--- config.mk ---
export PLATFORM = sky130hd
export DESIGN_NAME = seq_alu
export DESIGN_NICKNAME = d
export VERILOG_FILES = /design/src/rtl/alu_pkg.sv /design/src/rtl/alu_muldiv_iter.sv /design/src/rtl/seq_alu.sv
export SDC_FILE = /design/constraint.sdc
export NUM_CORES = 1
export LEC_CHECK = 0
export BUFFER_PORTS_ARGS = -buffer_cell sky130_fd_sc_hd__buf_2
export CAP_MARGIN = 20
export CORE_MARGIN = 2
export CORE_UTILIZATION = 35
export CTS_CLUSTER_SIZE = 24
export DETAILED_ROUTE_END_ITERATION = 6
export PLACE_DENSITY = 0.56
export SETUP_SLACK_MARGIN = 0.15
export SLEW_MARGIN = 20
export SYNTH_ARGS = -nofsm -noshare
export SYNTH_HDL_FRONTEND = slang
export SYNTH_SLANG_ARGS = --single-unit
--- constraint.sdc ---
create_clock -name CLK -period 7.8 [get_ports CLK]
set_input_delay 1.56 -clock CLK [delete_from_list [all_inputs] [get_ports CLK]]
set_output_delay 1.56 -clock CLK [all_outputs]
set_load 0.1 [all_outputs]
--- src/rtl/alu_pkg.sv ---
// Shared opcode encodings, FSM state type and op classification for seq_alu.
package alu_pkg;

  localparam logic [3:0] ALU_ADD   = 4'b0000;
  localparam logic [3:0] ALU_SUB   = 4'b0001;
  localparam logic [3:0] ALU_SLTU  = 4'b0010;
  localparam logic [3:0] ALU_SRL   = 4'b0011;
  localparam logic [3:0] ALU_SLL   = 4'b0100;
  localparam logic [3:0] ALU_OR    = 4'b0101;
  localparam logic [3:0] ALU_AND   = 4'b0110;
  localparam logic [3:0] ALU_XOR   = 4'b0111;
  localparam logic [3:0] ALU_SLT   = 4'b1000;
  localparam logic [3:0] ALU_SRA   = 4'b1001;
  localparam logic [3:0] ALU_MULLO = 4'b1010;
  localparam logic [3:0] ALU_MULHI = 4'b1011;
  localparam logic [3:0] ALU_DIVU  = 4'b1100;
  localparam logic [3:0] ALU_REMU  = 4'b1101;

  typedef enum logic {
    ST_IDLE,
    ST_ITER
  } aluState_t;

  function automatic logic is_iterative(input logic [3:0] op);
    case (op)
      ALU_MULLO, ALU_MULHI, ALU_DIVU, ALU_REMU: return 1'b1;
      default:                                  return 1'b0;
    endcase
  endfunction

endpackage

--- src/rtl/alu_muldiv_iter.sv ---
// Iterative unsigned shift-add multiplier / restoring divider sharing one
// 2*WIDTH accumulator {hiReg, loReg}; one step per asserted step.
module alu_muldiv_iter #(
  parameter int WIDTH = 32
) (
  input  logic             clk,
  input  logic             reset,
  input  logic             load,
  input  logic             step,
  input  logic             isDiv,
  input  logic [WIDTH-1:0] opA,
  input  logic [WIDTH-1:0] opB,
  output logic [WIDTH-1:0] nextLo,
  output logic [WIDTH-1:0] nextHi
);

  logic [WIDTH-1:0] hiReg;
  logic [WIDTH-1:0] loReg;
  logic [WIDTH-1:0] operandB;
  logic             divMode;
  logic [WIDTH:0]   addSum;
  logic [WIDTH:0]   remShift;
  logic [WIDTH:0]   remDiff;

  // Multiply: loReg holds the multiplier, shifted out LSB first while the
  // product's low half shifts in from the top. Divide: loReg holds the
  // dividend, shifted out MSB first while quotient bits shift in at the bottom.
  always_comb begin
    addSum   = {1'b0, hiReg} + (loReg[0] ? {1'b0, operandB} : '0);
    remShift = {hiReg, loReg[WIDTH-1]};
    remDiff  = remShift - {1'b0, operandB};
    if (divMode) begin
      if (!remDiff[WIDTH]) begin
        nextHi = remDiff[WIDTH-1:0];
        nextLo = {loReg[WIDTH-2:0], 1'b1};
      end else begin
        nextHi = remShift[WIDTH-1:0];
        nextLo = {loReg[WIDTH-2:0], 1'b0};
      end
    end else begin
      nextHi = addSum[WIDTH:1];
      nextLo = {addSum[0], loReg[WIDTH-1:1]};
    end
  end

  always_ff @(posedge clk) begin
    if (reset) begin
      hiReg    <= '0;
      loReg    <= '0;
      operandB <= '0;
      divMode  <= 1'b0;
    end else if (load) begin
      hiReg    <= '0;
      loReg    <= opA;
      operandB <= opB;
      divMode  <= isDiv;
    end else if (step) begin
      hiReg <= nextHi;
      loReg <= nextLo;
    end
  end

endmodule

--- src/rtl/seq_alu.sv ---
// Registered ALU: single-cycle ops complete on the accepting edge, unsigned
// MUL/DIV run WIDTH steps in alu_muldiv_iter under a two-state FSM.
module seq_alu
  import alu_pkg::*;
#(
  parameter  int WIDTH = 32,
  localparam int SHW   = $clog2(WIDTH)
) (
  input  logic             CLK,
  input  logic             Reset,
  input  logic             Start,
  input  logic             ALUSrcB,
  input  logic [3:0]       ALUOp,
  input  logic [WIDTH-1:0] InputDataA,
  input  logic [WIDTH-1:0] InputDataB,
  input  logic [WIDTH-1:0] ImmediateDataB,
  output logic             Busy,
  output logic             Done,
  output logic [WIDTH-1:0] result,
  output logic             zero,
  output logic             overflow
);

  localparam int               CNT_W    = SHW + 1;
  localparam logic [CNT_W-1:0] CNT_INIT = CNT_W'(WIDTH);

  aluState_t        state;
  aluState_t        nextState;
  logic [CNT_W-1:0] count;
  logic             selHi;
  logic [WIDTH-1:0] opB;
  logic [SHW-1:0]   shamt;
  logic [WIDTH-1:0] sum;
  logic [WIDTH-1:0] diff;
  logic [WIDTH-1:0] singleResult;
  logic             singleOvf;
  logic [WIDTH-1:0] nextResult;
  logic             nextOvf;
  logic [WIDTH-1:0] iterLo;
  logic [WIDTH-1:0] iterHi;
  logic             load;
  logic             step;
  logic             writeEn;

  alu_muldiv_iter #(.WIDTH(WIDTH)) uMulDiv (
    .clk    (CLK),
    .reset  (Reset),
    .load   (load),
    .step   (step),
    .isDiv  (ALUOp[2]),
    .opA    (InputDataA),
    .opB    (opB),
    .nextLo (iterLo),
    .nextHi (iterHi)
  );

  always_comb begin
    opB          = ALUSrcB ? ImmediateDataB : InputDataB;
    shamt        = opB[SHW-1:0];
    sum          = InputDataA + opB;
    diff         = InputDataA - opB;
    singleResult = '0;
    singleOvf    = 1'b0;
    case (ALUOp)
      ALU_ADD: begin
        singleResult = sum;
        singleOvf    = (InputDataA[WIDTH-1] == opB[WIDTH-1]) &&
                       (sum[WIDTH-1] != InputDataA[WIDTH-1]);
      end
      ALU_SUB: begin
        singleResult = diff;
        singleOvf    = (InputDataA[WIDTH-1] != opB[WIDTH-1]) &&
                       (diff[WIDTH-1] != InputDataA[WIDTH-1]);
      end
      ALU_SLTU: singleResult = WIDTH'(InputDataA < opB);
      ALU_SRL:  singleResult = InputDataA >> shamt;
      ALU_SLL:  singleResult = InputDataA << shamt;
      ALU_OR:   singleResult = InputDataA | opB;
      ALU_AND:  singleResult = InputDataA & opB;
      ALU_XOR:  singleResult = InputDataA ^ opB;
      ALU_SLT:  singleResult = WIDTH'($signed(InputDataA) < $signed(opB));
      ALU_SRA:  singleResult = WIDTH'($signed(InputDataA) >>> shamt);
      default:  singleResult = '0;
    endcase
  end

  // The final iteration writes the accumulator's next value directly, so the
  // result lands on the same edge as the last step.
  always_comb begin
    nextState  = state;
    load       = 1'b0;
    step       = 1'b0;
    writeEn    = 1'b0;
    nextResult = singleResult;
    nextOvf    = singleOvf;
    case (state)
      ST_IDLE: begin
        if (Start) begin
          if (is_iterative(ALUOp)) begin
            load      = 1'b1;
            nextState = ST_ITER;
          end else begin
            writeEn = 1'b1;
          end
        end
      end
      ST_ITER: begin
        step       = 1'b1;
        nextResult = selHi ? iterHi : iterLo;
        nextOvf    = 1'b0;
        if (count == CNT_W'(1)) begin
          writeEn   = 1'b1;
          nextState = ST_IDLE;
        end
      end
      default: nextState = ST_IDLE;
    endcase
  end

  always_ff @(posedge CLK) begin
    if (Reset) begin
      state    <= ST_IDLE;
      count    <= '0;
      selHi    <= 1'b0;
      result   <= '0;
      zero     <= 1'b0;
      overflow <= 1'b0;
      Done     <= 1'b0;
    end else begin
      state <= nextState;
      Done  <= writeEn;
      if (load) begin
        count <= CNT_INIT;
        selHi <= ALUOp[0];
      end else if (step) begin
        count <= count - CNT_W'(1);
      end
      if (writeEn) begin
        result   <= nextResult;
        zero     <= (nextResult == '0);
        overflow <= nextOvf;
      end
    end
  end

  assign Busy = (state == ST_ITER);

endmodule

After elaboration in Yosys (flattened, before gate mapping)
Index checks and enable logic that the tools add are counted.
- flip-flop bits (word level): 140
- bits of input ports: 104
- output and inout bits: 36
- logic and storage cells: 79
- $add $sub $neg: 5
- magnitude comparators: 2
- equality and inequality tests: 18
- shift-type cells: 3
- muxes and demuxes: 28
- bitwise logic cells: 4
- reduce and logical (&&, ||, !) cells: 7
- operators with widths (kind ; number):
    $pmux W32 S10 ; 1
    $mux W32 ; 9
    $lt A32 B32 Y1 ; 2
    $add A32 B33 Y33 ; 1
    $sub A33 B32 Y33 ; 1
    $add A32 B32 Y32 ; 1
    $and A32 B32 Y32 ; 1
    $logic_not A32 Y1 ; 1
    $or A32 B32 Y32 ; 1
    $shl A32 B5 Y32 ; 1
    $shr A32 B5 Y32 ; 1
    $sshr A32 B5 Y32 ; 1
    $sub A32 B32 Y32 ; 1
    $xor A32 B32 Y32 ; 1
    $eq A4 B4 Y1 const B ; 6
    $eq A4 B3 Y1 const B ; 4
    $mux W1 ; 13
    $mux W6 ; 2
    $eq A4 B2 Y1 const B ; 2
    $eq A6 B1 Y1 const B ; 1
    $pmux W1 S2 ; 3
    $sub A6 B1 Y6 const B ; 1
    $eq A4 B1 Y1 const B ; 1
    $logic_not A4 Y1 ; 1
    7 further kinds ; 10

Longest topological paths before layout
- depth after elaboration: 9
- gate-level depth with buffers: 23
- depth with buffers taken out: 18

Modules after synthesis
From an unflattened synthesis, not the netlist that was laid out.
- cells, all modules: 2857
- area, all modules: 20676.1 µm²
- modules (own cells, without submodules) (module ; times used ; cells an instance ; area an instance (µm²) ; sequential area each (µm²)):
    seq_alu ; 1 ; 1719 ; 12186.7 ; 860.8
    alu_muldiv_iter ; 1 ; 1138 ; 8489.4 ; 1941.9

Worst setup path after synthesis
Ideal clock, no wire load.
- path type: input port to flip-flop
- from: input port ALUSrcB
- to: register zero
- setup time: 59 ps
- arrival time: 6450 ps
- required time: 7741 ps
- slack: 1291 ps
- stages: 23
- path buffers: 5
- cell sequence: buf_6 mux2i_4 inv_2 buf_2 buf_1 buf_2 buf_2 ha_1 inv_1 fa_1 nor2b_1 o311ai_1 a21oi_1 nor3_1 xnor2_1 nand2_1 a31oi_1 a311oi_1 a21bo_1 or4_1 or4_1 nor4bb_1 a31o_1
- longest elaborated chain between the ends: 5
- elaborated cells on any way between the ends: 14
- those cells by class: add/sub (2); order compare (2); shift (3); mux (3); bitwise (3); reduce/logical (1)
- RTL lines (element ; RTL line ; source):
    start, declared ; seq_alu.sv:12 ; input logic ALUSrcB,
    $mux W32 (*) ; seq_alu.sv:58 ; opB = ALUSrcB ? ImmediateDataB : InputDataB;
    via opB[0] ; seq_alu.sv:31 ; logic [WIDTH-1:0] opB;
    $sub A32 B32 Y32, or another cell as far along ; seq_alu.sv:61 ; diff = InputDataA - opB;
    $pmux W32 S10 (*) ; seq_alu.sv:64 ; case (ALUOp)
    $mux W32 (*) ; seq_alu.sv:96 ; case (state)
    $logic_not A32 Y1 (*) ; seq_alu.sv:140 ; zero <= (nextResult == '0);
    end signal, assigned ; seq_alu.sv:140 ;
    end, declared ; seq_alu.sv:20 ; output logic zero,
The timed path passes the listed nets; every way through them passes the cells marked *.
A chain may end at the register's enable or synchronous reset.

Final worst setup path
- from: input port ALUSrcB
- to: register zero
- longest elaborated chain between the ends: 5
- elaborated cells on any way between the ends: 14
- those cells by class: add/sub (2); order compare (2); shift (3); mux (3); bitwise (3); reduce/logical (1)
- RTL lines (element ; RTL line):
    $mux W32 (*) ; seq_alu.sv:58
    $sub A32 B32 Y32, or another cell as far along ; seq_alu.sv:61
    $pmux W32 S10 (*) ; seq_alu.sv:64
    $mux W32 (*) ; seq_alu.sv:96
    $logic_not A32 Y1 (*) ; seq_alu.sv:140
Mark *: on every way between the ends. The rest lies on a longest branch, timed or not.

==> results.md <==
* Syn Area/Cell at 6.98 sq um
* Antenna violations before repair at 2
* Post-synth top area share at 13.9%
* Req. time, crit path at 8.22 ns
* PwrDens at 169 mW/mm^2
* Placed wire-length estimate at 87.2 mm
* Final Hold Fails at 0
* Number of flops mapped to enable cells by yosys at 0
* RSZ-0062 raised after global routing: false
* I/O Pins at 140
* Port Buffers at 139
* NetSw at 0.00189 W
* Final Max Slew Viols at 0
* Status: complete, no violations
* Reg-to-Reg End: zero
* DR pass1 iterations at 6
* Synth Warn # at 0
* Drt wl/cell at 29.9 um
* Post-route minimum period at 7.03 ns
* Die Y at 244 um
* Post-CTS Setup Inserts at 0
* CTS buffer count at 17
* Sw frac at 50.3%
* Syn nets at 3165
* CTS tree: done
* FF-to-FF path depth at 17
* Top FF cell, synth: dfxtp_1
* Final nets at 3190
* Starting density of the core at 35.2%
* Global-route wire length before repair at 158 mm
* Total GRT Usage at 35.9%
* WL final at 110 mm
* Area delta synth->final at 10.0%
* Clock Latency Late Sink at 0.49 ns
* Critical path class: primary input to flop
* Yosys top cell by area: dfxtp_1
* TNS Setup at 0 ns
* Global route overflow at 0
* Cells after synthesis at 2891
* Synth cell types at 102
* Most frequent cells in the layout: nor2_1 (349), nand2_1 (269), a21oi_1 (261)
* Drt via density at 6.54
* #FFs+latches synth at 140
* Total power draw at 0.00375 W
* Crit path capture: zero
* Ys async rst share at 0%
* Clock skew at 0.0179 ns
* Int Pwr at 0.00186 W
* Reg2Reg Setup Slack at 1.78 ns
* Total die area at 0.0596 sq mm
* RePlAce Congestion at 1.03
* Max Cap Viol at 0
* Post-Layout Inst Area at 0.0222 sq mm
* Worst r2r src: uMulDiv.loReg[31]
* Reg clk slew, reported paths at 0.07 ns
* Crit path max fanout at 46
* Finish-stage setup viols at 0
* Antenna Nets Post-Route at 0
* Worst setup EP type: flop
* DP Area at 0.0216 sq mm
* Reg power frac at 22.4%
* Gate power share at 55.1%
* Sequential-to-total area share from yosys stat at 13.9%
* DIE WIDTH at 244 um
* Fraction of layout cells with a size suffix above 1 at 11.7%
* Fmax at 0.142 GHz
* Worst Path Arrival at 7.45 ns
* H-tree depth at 4
* Clock buffer depth at 2
* Peak VDD IR at 181 uV
* Via count at 24200
* Cell row count at 88
* Worst-Margin Slew at 1.27 ns
* CORE AREA at 0.0574 sq mm
* Finished Layout Cells at 3696
* Initial DRC Count at 3076
* CTS root buffer: clkbuf_16
* DRC violations left at 0
* Cts repair resizes at 0
* Largest net degree at the start of global routing at 62
* Fin crit share at 90.1%
* Clk network pwr share at 22.5%
* Crit path from: ALUSrcB
* Cells after DPL at 3662
* Pleak at 9.09 nW
* CTS Sinks at 140
* Commonest non-fill, non-tap cell in the layout: nor2_1
* Relative slew slack at 12.7%
* Synthesized cell area at 0.0202 sq mm
* Hold WC Path Type: flop to flop
* Vias in the first global route at 22600
* Crit start category: primary input
* Top cells by area, synth: dfxtp_1 (14%), ha_1 (10%), mux2i_1 (6.6%), nor2_1 (6.5%), a21oi_1 (6.5%)
* Hold_buf cts at 0
-- metrics by stage --
| step | setup WS, ns | util (%) | hold WS [ns] |
|---|---|---|---|
| after CTS | 1.04 | 38.7 | 0.486 |
| after floorplan | 1.29 | - | 0.433 |
| final | 0.774 | 38.7 | 0.483 |
| after detailed placement | 0.541 | 37.7 | 0.467 |
| after global routing | 0.771 | 38.7 | 0.524 |
| after global placement | 0.528 | 37.7 | 0.469 |
-- power groups by stage --
stage	logic [W]	clock network (W)	registers, W
final	0.00207	0.000843	0.000838
after detailed placement	0.00199	0	0.000851
after CTS	0.00200	0.000852	0.000836
after global routing	0.00217	0.000879	0.000842
after floorplan	0.00120	0	0.000943
after global placement	0.00200	0	0.000850
-- cells in the mapped netlist, types with 16 or more instances --
library cell,number
nor2_1,351
nand2_1,269
a21oi_1,262
o21ai_0,174
ha_1,166
a211oi_1,152
clkbuf_1,149
inv_1,144
dfxtp_1,140
mux2i_1,133
nor3_1,61
nand3_1,52
o211ai_1,52
a31oi_1,48
and2_1,46
xnor2_1,43
a21o_1,37
a22oi_1,35
nor2b_1,33
a221oi_1,32
xor2_1,31
o22ai_1,28
buf_2,25
nand4_1,21
o31ai_1,21
mux2_2,20
nand2b_1,20
buf_1,19
o21a_1,18
o221ai_1,17
and3_1,16
-- worst min path at each step --
stage	end	cells past startpoint	slack [ns]	start
CTS	count[5]	1	0.49	count[5]
finish	count[5]	1	0.48	count[5]
floorplan	count[5]	1	0.43	count[5]
detailed placement	count[5]	1	0.47	count[5]
global route	result[15]	2	0.52	result[15]
global placement	count[5]	1	0.47	count[5]
-- metal layers --
layer	vias to the layer above	global-route usage (%)	part of all wire, %
met2	1435	53.4	42
met4	4	16.5	5.3
met1	11700	50.3	44
met3	232	6.29	9.0
li1	10800	-	-
met5	-	0	0.025
-- cell families (layout without fill, tap and decap cells) --
kind of cell / after synthesis / after routing / synth area share [%]
AO/OA/AOI/OAI: 1041 / 1041 / 34.3
other: 0 / 2 / 0
buffers and inverters: 354 / 392 / 7.11
flip-flops: 140 / 140 / 13.9
XOR/XNOR: 74 / 74 / 3.21
adder cells (fa/ha/maj): 170 / 170 / 10.7
AND/OR/NAND/NOR: 943 / 943 / 21.3
multiplexers: 169 / 169 / 9.46
-- flip-flops by register name, indices dropped and copies added (netlist names) --
signal,flops
selHi,1
count,6
uMulDiv.operandB,32
uMulDiv.loReg,32
Done,1
uMulDiv.divMode,1
zero,1
uMulDiv.hiReg,32
result,32
overflow,1
Busy,1
-- worst max-delay path: stages --
cell and delay [ns]:
buf_2 0.58, mux2i_4 0.16, inv_2 0.11, buf_4 0.55
mux2i_1 0.58, a22o_1 0.22, a221oi_1 0.14, a22o_1 0.35
o311ai_1 0.76, buf_4 0.26, o221ai_1 0.12, a211oi_1 0.51
nand3_1 0.28, or4_1 0.64, nor4bb_1 0.39, a31o_1 0.19
-- area by class of cell --
class,count,area (sq um)
sequential,140,2810
multi-input combinational,2397,16100
timing repair buffer,210,1240
inverter,150,563
tap,765,957
clock inverter,14,134
fill,6123,35200
clock buffer,18,439
antenna,2,5.00
Power figures use the tool's default switching activity.
